`src/rtl/dramctl_pm.sv`:
```
// Fast-page-mode DRAM controller for the Playground 68030: row/column muxing, per-SIMM
// rank strobes, queued CAS-before-RAS refresh and DSACK generation for /RAMSEL cycles.
module dramctl_pm #(
  parameter int NUM_SIMMS    = 2,
  parameter int ADDR_W       = 28,
  parameter int T_RCD        = 2,
  parameter int T_CAS        = 2,
  parameter int T_RP         = 2,
  parameter int REFRESH_CNT  = 374,
  parameter int PAGE_MODE    = 1,
  parameter int PAGE_TIMEOUT = 400
) (
  input  logic                   CLK,
  input  logic                   nRST,
  input  logic                   cpu_nAS,
  input  logic                   cpu_nRAMSEL,
  input  logic                   RnW,
  input  logic [1:0]             SIZ,
  input  logic [ADDR_W-1:0]      ADDR,
  input  logic                   SIMMSZ,
  output logic                   DRAM_nWR,
  output logic [11:0]            DRAM_ADDR,
  output logic [4*NUM_SIMMS-1:0] DRAM_nRAS,
  output logic [3:0]             DRAM_nCAS,
  output logic                   DSACK0,
  output logic                   DSACK1
);

  typedef enum logic [3:0] {
    IDLE, ROW, RAS, COL, CAS, ACK, OPEN, PRE, REF1, REF2, REF3, REF4
  } state_t;

  localparam int SW = ADDR_W - 27;
  localparam int RW = (REFRESH_CNT > 1) ? $clog2(REFRESH_CNT) : 1;
  localparam logic [15:0]   RCD_LAST  = 16'(T_RCD - 1);
  localparam logic [15:0]   CAS_LAST  = 16'(T_CAS - 1);
  localparam logic [15:0]   RP_LAST   = 16'(T_RP - 1);
  localparam logic [15:0]   PAGE_LAST = 16'(PAGE_TIMEOUT - 1);
  localparam logic [RW-1:0] REF_LAST  = RW'(REFRESH_CNT - 1);

  state_t                 state, state_next;
  logic [15:0]            dwell;
  logic                   as_meta, as_sync, sel_meta, sel_sync, req;
  logic [RW-1:0]          ref_cnt;
  logic                   ref_tick, ref_take;
  logic [1:0]             pending;
  logic [11:0]            row_addr, col_addr;
  logic                   rank_in;
  logic [SW-1:0]          simm_in;
  logic [2:0]             be_first, be_last;
  logic [3:0]             be_in, be_q;
  logic [SW-1:0]          tag_simm;
  logic                   tag_rank;
  logic [11:0]            tag_row;
  logic                   hit;
  logic [4*NUM_SIMMS-1:0] ras_mask, ras_next;
  logic [3:0]             cas_next;
  logic [11:0]            addr_next;
  logic                   nwr_next, dsack_next, dsack;

  // Sync flops hold the asserted (active-high) sense so reset means "not requested".
  always_ff @(posedge CLK or negedge nRST) begin
    if (!nRST) begin
      as_meta  <= 1'b0;
      as_sync  <= 1'b0;
      sel_meta <= 1'b0;
      sel_sync <= 1'b0;
    end else begin
      as_meta  <= ~cpu_nAS;
      as_sync  <= as_meta;
      sel_meta <= ~cpu_nRAMSEL;
      sel_sync <= sel_meta;
    end
  end

  assign req = as_sync & sel_sync;

  always_comb begin
    simm_in = ADDR[ADDR_W-1:27];
    if (SIMMSZ) begin
      row_addr = {1'b0, ADDR[12:2]};
      col_addr = {1'b0, ADDR[23:13]};
      rank_in  = ADDR[24];
    end else begin
      row_addr = ADDR[13:2];
      col_addr = ADDR[25:14];
      rank_in  = ADDR[26];
    end
    // Big-endian bus: byte offset 0 lands on D31:24, i.e. enable bit 3.
    be_first = {1'b0, ADDR[1:0]};
    be_last  = be_first + ((SIZ == 2'b00) ? 3'd3 : ({1'b0, SIZ} - 3'd1));
    be_in    = 4'b0000;
    for (int k = 0; k < 4; k++)
      be_in[3-k] = (3'(k) >= be_first) && (3'(k) <= be_last);
    hit = (simm_in == tag_simm) && (rank_in == tag_rank) && (row_addr == tag_row);
  end

  always_comb begin
    ras_mask = '0;
    for (int i = 0; i < NUM_SIMMS; i++)
      if (tag_simm == SW'(i))
        ras_mask[4*i +: 4] = tag_rank ? 4'b1010 : 4'b0101;
  end

  assign ref_tick = (ref_cnt == REF_LAST);
  assign ref_take = (state == REF1);

  // A tick and a take landing together cancel, so the queue depth stays put.
  always_ff @(posedge CLK or negedge nRST) begin
    if (!nRST) begin
      ref_cnt <= '0;
      pending <= 2'd0;
    end else begin
      ref_cnt <= ref_tick ? '0 : ref_cnt + 1'b1;
      if (ref_tick && !ref_take && pending != 2'd3)
        pending <= pending + 2'd1;
      else if (!ref_tick && ref_take)
        pending <= pending - 2'd1;
    end
  end

  always_ff @(posedge CLK or negedge nRST) begin
    if (!nRST) begin
      state <= IDLE;
      dwell <= '0;
    end else begin
      state <= state_next;
      dwell <= (state_next != state) ? '0 : dwell + 16'd1;
    end
  end

  always_comb begin
    state_next = state;
    case (state)
      IDLE: if (pending != 2'd0) state_next = REF1;
            else if (req)        state_next = ROW;
      ROW:  state_next = RAS;
      RAS:  if (dwell == RCD_LAST) state_next = COL;
      COL:  state_next = CAS;
      CAS:  if (dwell == CAS_LAST) state_next = ACK;
      ACK:  if (!as_sync) state_next = (PAGE_MODE != 0) ? OPEN : PRE;
      OPEN: if (pending != 2'd0 || dwell == PAGE_LAST) state_next = PRE;
            else if (req) state_next = hit ? COL : PRE;
      PRE:  if (dwell == RP_LAST) state_next = IDLE;
      REF1: state_next = REF2;
      REF2: state_next = REF3;
      REF3: state_next = REF4;
      REF4: state_next = PRE;
      default: state_next = IDLE;
    endcase
  end

  // Outputs are registered from the next state so every strobe changes cleanly on CLK.
  always_comb begin
    ras_next   = '1;
    cas_next   = 4'hF;
    nwr_next   = 1'b1;
    addr_next  = DRAM_ADDR;
    dsack_next = 1'b0;
    case (state_next)
      ROW:  addr_next = row_addr;
      RAS:  ras_next  = ~ras_mask;
      COL: begin
        ras_next  = ~ras_mask;
        addr_next = col_addr;
        nwr_next  = RnW;
      end
      CAS: begin
        ras_next = ~ras_mask;
        cas_next = ~be_q;
        nwr_next = DRAM_nWR;
      end
      ACK: begin
        ras_next   = ~ras_mask;
        cas_next   = ~be_q;
        nwr_next   = DRAM_nWR;
        dsack_next = 1'b1;
      end
      OPEN: ras_next  = ~ras_mask;
      PRE:  addr_next = '0;
      REF1: cas_next  = 4'h0;
      REF2: begin
        cas_next = 4'h0;
        ras_next = '0;
      end
      REF3: ras_next = '0;
      default: ;
    endcase
  end

  always_ff @(posedge CLK or negedge nRST) begin
    if (!nRST) begin
      tag_simm <= '0;
      tag_rank <= 1'b0;
      tag_row  <= '0;
      be_q     <= 4'h0;
    end else begin
      if (state == IDLE && state_next == ROW) begin
        tag_simm <= simm_in;
        tag_rank <= rank_in;
        tag_row  <= row_addr;
      end
      if (state != COL && state_next == COL)
        be_q <= RnW ? 4'hF : be_in;
    end
  end

  always_ff @(posedge CLK or negedge nRST) begin
    if (!nRST) begin
      DRAM_nRAS <= '1;
      DRAM_nCAS <= 4'hF;
      DRAM_nWR  <= 1'b1;
      DRAM_ADDR <= '0;
      dsack     <= 1'b0;
    end else begin
      DRAM_nRAS <= ras_next;
      DRAM_nCAS <= cas_next;
      DRAM_nWR  <= nwr_next;
      DRAM_ADDR <= addr_next;
      dsack     <= dsack_next;
    end
  end

  assign DSACK0 = dsack;
  assign DSACK1 = dsack;

endmodule

```
`config.mk`:
```
export PLATFORM = sky130hd
export DESIGN_NAME = dramctl_pm
export DESIGN_NICKNAME = d
export VERILOG_FILES = /design/src/rtl/dramctl_pm.sv
export SDC_FILE = /design/constraint.sdc
export NUM_CORES = 1
export LEC_CHECK = 0
export CORE_UTILIZATION = 45
export DETAILED_ROUTE_END_ITERATION = 8
export MAX_ROUTING_LAYER = met4
export PLACE_DENSITY = 0.75
export SKIP_CTS_REPAIR_TIMING = 1
export SLEW_MARGIN = 20
export SYNTH_ARGS = -nofsm -noshare
export SYNTH_HDL_FRONTEND = slang
export SYNTH_SLANG_ARGS = --single-unit
```
`constraint.sdc`:
```
create_clock -name CLK -period 2.82 [get_ports CLK]
set_input_delay 0.282 -clock CLK [delete_from_list [all_inputs] [get_ports CLK]]
set_output_delay 0.282 -clock CLK [all_outputs]
set_load 0.03 [all_outputs]
```
==> impl_metrics.csv, run 1 <==
group,metric,value,unit
setup_path,path_class,"reg2reg",
timing,tns,0,ns
yosys,synth_area_per_cell,10.8,um^2
floorplan,rows,33,
global_routing,grt_pass1_vias,2787,
clock_network,htree_levels,3,
placed_design,preCtsSetupSlack,0.253,ns
placed_design,numPortBuffers,62,
yosys,yosys_most_used_dff,"dfrtp_1",
timing,setup_viol,0,
timing,finalClockSkew,0.00908,ns
floorplan,start_util,47.1,%
finish,regArea,1890,um^2
placed_design,dp_hpwl,5.67,mm
power,clock_power_share,19.9,%
power,power_density,896,nW/um^2
yosys,netlist.area_leader.share,42.1,%
yosys,synth_area_leaders,"dfrtp_1 42%, mux2i_1 6.6%, xor2_1 6.2%",
yosys,ys_seq_area_share,48.1,%
floorplan,io_pins,63,
setup_path,crit_fanout,17,
routing,drt_first_pass_iters,4,
finish,synthToLayoutAreaGrowth,22.8,%
setup_path,cp-end-kind,"flip-flop",
setup_path,reg2reg_from,"dwell[0]",
yosys,synth-edff-count,0,
floorplan,dieWidth,95.4,um
power,intPower,2.70,mW
setup_path,cp.required,3.05,ns
routing,drt_iter0_drc,100,
global_routing,grt_overflow,0,
global_routing,track_usage,19.3,%
timing,slew_violations,0,
setup_path,crit_chain,"ha_1, and3_1, nand4_1, nand3_1, a2bb2oi_1, a21boi_4, nand3_4, mux2_4",
clock_network,clockBufferDepth,2,
timing,fin_crit,2.37,ns
clock_network,cts_buffers,9,
clock_network,cts_root_buf,"clkbuf_8",
power,irDropWorstVdd,0.000560,V
yosys,synth_seq_cells,75,
setup_path,worstPathArrival,2.59,ns
routing,vias_per_cell,5.30,
routing,ant_nets,0,
clock_network,clk_pin_slew,0.07,ns
yosys,syn_inst,364,
setup_path,cp_slowest_cell,"dfrtp_1",
timing,min_period_over_period,83.9,%
yosys,syn_area,3930,um^2
setup_path,critPathLaunchType,"flip-flop",
finish,finalNetCount,466,
timing,fmax,423,MHz
run_status,status,"complete, no violations",
yosys,synthDistinctLibCells,50,
global_routing,antenna_found_initial,0,
floorplan,design.core.area,8340,um^2
routing,routedWlPerCell,14.8,um
global_routing,grt_pass1_wl,12.8,mm
placed_design,globalplace.congestion,0.814,
placed_design,dp.cells,517,
power,p_seq_share,37.6,%
finish,antenna_cells,0,
yosys,yosysWarnings,0,
power,comb_power_share,42.5,%
timing,rsz0062_at_grt,"no",
routing,vias,2823,
timing,relSlewSlack,38.8,%
yosys,yosysTopAreaCell,"dfrtp_1",
yosys,ys_async_sr_fraction,100,%
timing,max_slew.worst_pin.slew,0.918,ns
power,leakagePower,2.19,nW
finish,drive_above_1_share,13.8,%
clock_network,clock_latency,0.34,ns
global_routing,grt_max_degree,76,
power,swShare,37.5,%
setup_path,critPathTopFamily,"simple AND/OR/NAND/NOR gates",
yosys,synth_fp_nets,407,
floorplan,die_h,95.4,um
setup_path,startpoint,"dwell[0]",
power,switching_power,1.62,mW
clock_network,tritoncts,"yes",
routing,drcViolationCount,0,
timing,fin_ws,0.455,ns
finish,n_fill_cell,718,
clock_network,clock-sinks,75,
job,drv_cap,0,
floorplan,dieArea,9100,um^2
setup_path,critPathMaxStageDelay,0.44,ns
finish,multi_input_area,1870,um^2
hold_path,hold_path.class,"in2async",
finish,fin_cells,533,
timing,hold_viol,0,
setup_path,path_buf_inv,0,
routing,wl,7.88,mm
-- cells in the mapped netlist, drive strengths merged, types with 2 or more instances --
| cell | number |
|---|---|
| o22ai | 13 |
| a21o | 5 |
| nand2 | 23 |
| nand2b | 4 |
| dfstp | 9 |
| xor2 | 28 |
| a21oi | 12 |
| clkbuf | 7 |
| nor4 | 6 |
| xnor2 | 9 |
| o21bai | 2 |
| nor2b | 2 |
| a41oi | 4 |
| and3 | 7 |
| nor3b | 4 |
| and4 | 2 |
| buf | 13 |
| dfrtp | 66 |
| ha | 6 |
| nand3 | 14 |
| o21ai | 10 |
| nor3 | 4 |
| mux2 | 15 |
| nand4 | 5 |
| a2bb2oi | 2 |
| inv | 16 |
| mux2i | 26 |
| nor2 | 37 |
-- routing by layer --
layer | routed length (um) | GRT usage, %
met5 | 0 | -
met4 | 155 | 9.20
met3 | 271 | 3.11
met2 | 3810 | 30.0
met1 | 3640 | 24.6
-- worst register-to-register path: stages, from the launching register on --
cell	delay, ns
dfrtp_1	0.44
ha_1	0.26
and3_1	0.25
nand4_1	0.12
nand3_1	0.09
a2bb2oi_1	0.40
a21boi_4	0.12
nand3_4	0.26
mux2_4	0.33
-- final timing paths --
path / end / slack, ns / depth (start not counted)
setup / recovery: be_q[3] / 0.45 / 8
hold / removal: dwell[7] / 0.08 / 1
setup reg to reg: be_q[3] / 0.45 / 8
hold reg to reg: sel_sync / 0.35 / 0
max in group asynchronous: tag_row[4] / 2.15 / 1
min in group CLK: sel_sync / 0.35 / 0
-- cells in the final DEF (no fill, tap or decap), drive strengths merged, types with 2 or more instances in the layout --
| cell | Yosys | layout |
|---|---|---|
| nor4 | 6 | 6 |
| o22ai | 13 | 13 |
| xnor2 | 9 | 9 |
| nand2b | 4 | 4 |
| a41oi | 4 | 4 |
| clkdlybuf4s50 | 0 | 61 |
| nor2b | 2 | 2 |
| xor2 | 28 | 28 |
| clkinv | 0 | 2 |
| dfstp | 9 | 9 |
| nand3 | 14 | 14 |
| ha | 6 | 6 |
| dfrtp | 66 | 66 |
| o21ai | 10 | 10 |
| nor2 | 37 | 37 |
| and4 | 2 | 2 |
| mux2 | 15 | 15 |
| mux2i | 26 | 26 |
| nor3 | 4 | 4 |
| nor3b | 4 | 4 |
| a21oi | 12 | 12 |
| a2bb2oi | 2 | 2 |
| o21bai | 2 | 2 |
| a21o | 5 | 5 |
| buf | 13 | 7 |
| nand2 | 23 | 23 |
| inv | 16 | 16 |
| and3 | 7 | 7 |
| clkbuf | 7 | 12 |
| nand4 | 5 | 5 |
-- registers in the layout, indices dropped and copies added, names as in the netlist --
signal / count
tag_simm: 1
as_sync: 1
dwell: 16
DRAM_nRAS: 4
be_q: 4
sel_meta: 1
tag_row: 12
pending: 2
DRAM_nWR: 1
tag_rank: 1
DRAM_ADDR: 12
as_meta: 1
DRAM_nCAS: 4
state: 4
ref_cnt: 9
sel_sync: 1
DSACK0: 1
-- through the flow --
stage	utilization, %	instance area, um^2	hold WS, ns	power, mW
global route	57.8	4820	0.157	4.60
floorplan	-	3930	-0.0136	2.92
global placement	55.3	4610	0.336	3.44
detailed placement	55.3	4610	0.336	3.49
CTS	57.8	4820	0.104	4.36
finish	57.8	4820	0.0800	4.32
-- power groups by stage --
stage	Sequential [mW]	Combinational (mW)	Clock (mW)
4_1_cts	1.63	1.85	0.881
5_1_grt	1.66	2.01	0.931
6_report	1.62	1.84	0.859
3_3_place_gp	1.63	1.81	0
3_5_place_dp	1.64	1.85	0
2_1_floorplan	1.80	1.13	0
-- cells by family after synthesis --
logic type | share of synthesized area, %
AOI/OAI and AO/OA | 10.3
xor gates and xnor gates | 8.25
buffers and inverters | 4.40
and+or+nand+nor | 15.4
adders and majority gates | 2.42
muxes | 11.2
DFF | 48.1
-- area by class of cell --
| cell class | instances | area share (%) |
|---|---|---|
| flip-flops and latches | 75 | 39.2 |
| well taps | 105 | 2.72 |
| multi-input cells | 253 | 38.7 |
| clock inverters | 4 | 0.986 |
| repair buffers | 68 | 13.8 |
| inverters | 16 | 1.25 |
| clock buffers | 12 | 3.43 |
Note: power is estimated with default switching activity, not from simulation.
==> run 2: changes to the inputs <==
Clock period 2.82 ns to 2.36 ns, I/O delays scaled along.
==> impl_metrics.csv, run 2 (synthesis results as in run 1) <==
group,metric,value,unit
placed_design,dp_hpwl,5.95,mm
finish,layout_common_cells,"66 x dfrtp_1, 61 x clkdlybuf4s50_1, 37 x nor2_1",
setup_path,worstPathArrival,2.48,ns
floorplan,rows,33,
power,leakagePower,2.25,nW
clock_network,clock-sinks,75,
clock_network,cts_root_buf,"clkbuf_8",
timing,fmax,450,MHz
finish,drive_above_1_share,16.4,%
global_routing,grt_pass1_wl,13.3,mm
power,power_density,1070,nW/um^2
finish,fin_cells,545,
clock_network,cts_buffers,9,
placed_design,numPortBuffers,62,
finish,mostFrequentLayoutCell,"dfrtp_1",
global_routing,grt_overflow,0,
hold_path,hold_path.class,"in2async",
clock_network,clockBufferDepth,2,
finish,top_register,"dwell",
placed_design,globalplace.congestion,0.822,
global_routing,antenna_found_initial,0,
finish,regArea,1890,um^2
finish,largest_register_ffs,16,
global_routing,grt_pass1_vias,2793,
timing,finalClockSkew,0.0142,ns
floorplan,io_pins,63,
routing,routedWlPerCell,15.1,um
timing,min_period_over_period,94.2,%
floorplan,die_h,95.4,um
routing,ant_nets,0,
timing,slew_violations,0,
setup_path,path_class,"reg2reg",
finish,reg_top3,"dwell (16), DRAM_ADDR (12), tag_row (12)",
run_status,status,"complete, no violations",
global_routing,grt_max_degree,76,
routing,wl,8.24,mm
routing,drt_first_pass_iters,4,
timing,fin_crit,2.22,ns
setup_path,critPathLaunchType,"flip-flop",
clock_network,clock_latency,0.34,ns
finish,fin_util,59.2,%
floorplan,design.core.area,8340,um^2
routing,drt_iter0_drc,131,
routing,vias,2892,
job,drv_cap,0,
finish,finalNetCount,478,
clock_network,clk_pin_slew,0.08,ns
clock_network,tritoncts,"yes",
setup_path,crit_fanout,8,
floorplan,dieArea,9100,um^2
setup_path,cp-end-kind,"flip-flop",
finish,synthToLayoutAreaGrowth,25.7,%
timing,hold_viol,0,
setup_path,cp.required,2.61,ns
routing,vias_per_cell,5.31,
power,irDropWorstVdd,0.000613,V
routing,drcViolationCount,0,
timing,relSlewSlack,39.0,%
global_routing,track_usage,19.9,%
floorplan,start_util,47.1,%
timing,setup_viol,0,
finish,antenna_cells,0,
floorplan,dieWidth,95.4,um
timing,max_slew.worst_pin.slew,0.915,ns
timing,whs,0.0316,ns
finish,n_fill_cell,712,
placed_design,dp.cells,528,
clock_network,htree_levels,3,
finish,multi_input_area,1890,um^2
timing,tns,0,ns
run 2: changes by cell type in the layout (fill, tap and decap cells not counted), sizes merged:
cell and change:
clkbuf -1, clkinv +1, buf +12
run 2: final timing paths:
check	endpoint	cells after the start	startpoint	slack (ns)
min reg2reg	as_sync	0	as_meta	0.34
min in group CLK	as_sync	0	as_meta	0.34
max in group asynchronous	DRAM_ADDR[10]	1	nRST	1.74
max reg2reg	DRAM_ADDR[0]	7	dwell[0]	0.14
max	DRAM_ADDR[0]	7	dwell[0]	0.14
min	be_q[3]	1	nRST	0.03
run 2: routing by layer:
layer,global-route usage (%),wire length [um],part of all wire (%),up-vias
li1,-,-,-,1410
met1,26.5,3860,47,1408
met2,29.9,3970,48,60
met3,3.43,263,3.2,14
met4,8.58,142,1.7,0
met5,-,0,0,-
run 2: worst max-delay path, cell delays in order (launching register included):
cell	delay, ns
dfrtp_1	0.43
ha_1	0.24
and3_1	0.24
and4_1	0.23
o31ai_2	0.39
nand3_4	0.22
buf_4	0.22
o22ai_1	0.16
run 2: metrics by stage:
| step | setup WS (ns) | power (mW) | cell area [um^2] |
|---|---|---|---|
| 6_report | 0.136 | 5.31 | 4940 |
| 5_1_grt | -0.0218 | 5.63 | 4940 |
| 4_1_cts | 0.0786 | 5.30 | 4900 |
| 3_5_place_dp | -0.136 | 4.34 | 4720 |
| 3_3_place_gp | -0.0103 | 4.26 | 4720 |
| 2_1_floorplan | 0.314 | 3.49 | 3930 |
run 2: final cells by class:
class | count | area share (%)
Clock buffer | 11 | 2.66
Tap cell | 105 | 2.66
Timing Repair Buffer | 80 | 15.8
Multi-Input combinational cell | 253 | 38.3
Sequential cell | 75 | 38.2
Inverter | 16 | 1.22
Clock inverter | 5 | 1.14
run 2: report_power, final:
part / switching [mW] / internal [mW]
clock: 0.460 / 0.487
combinational: 1.25 / 1.14
sequential: 0.293 / 1.67
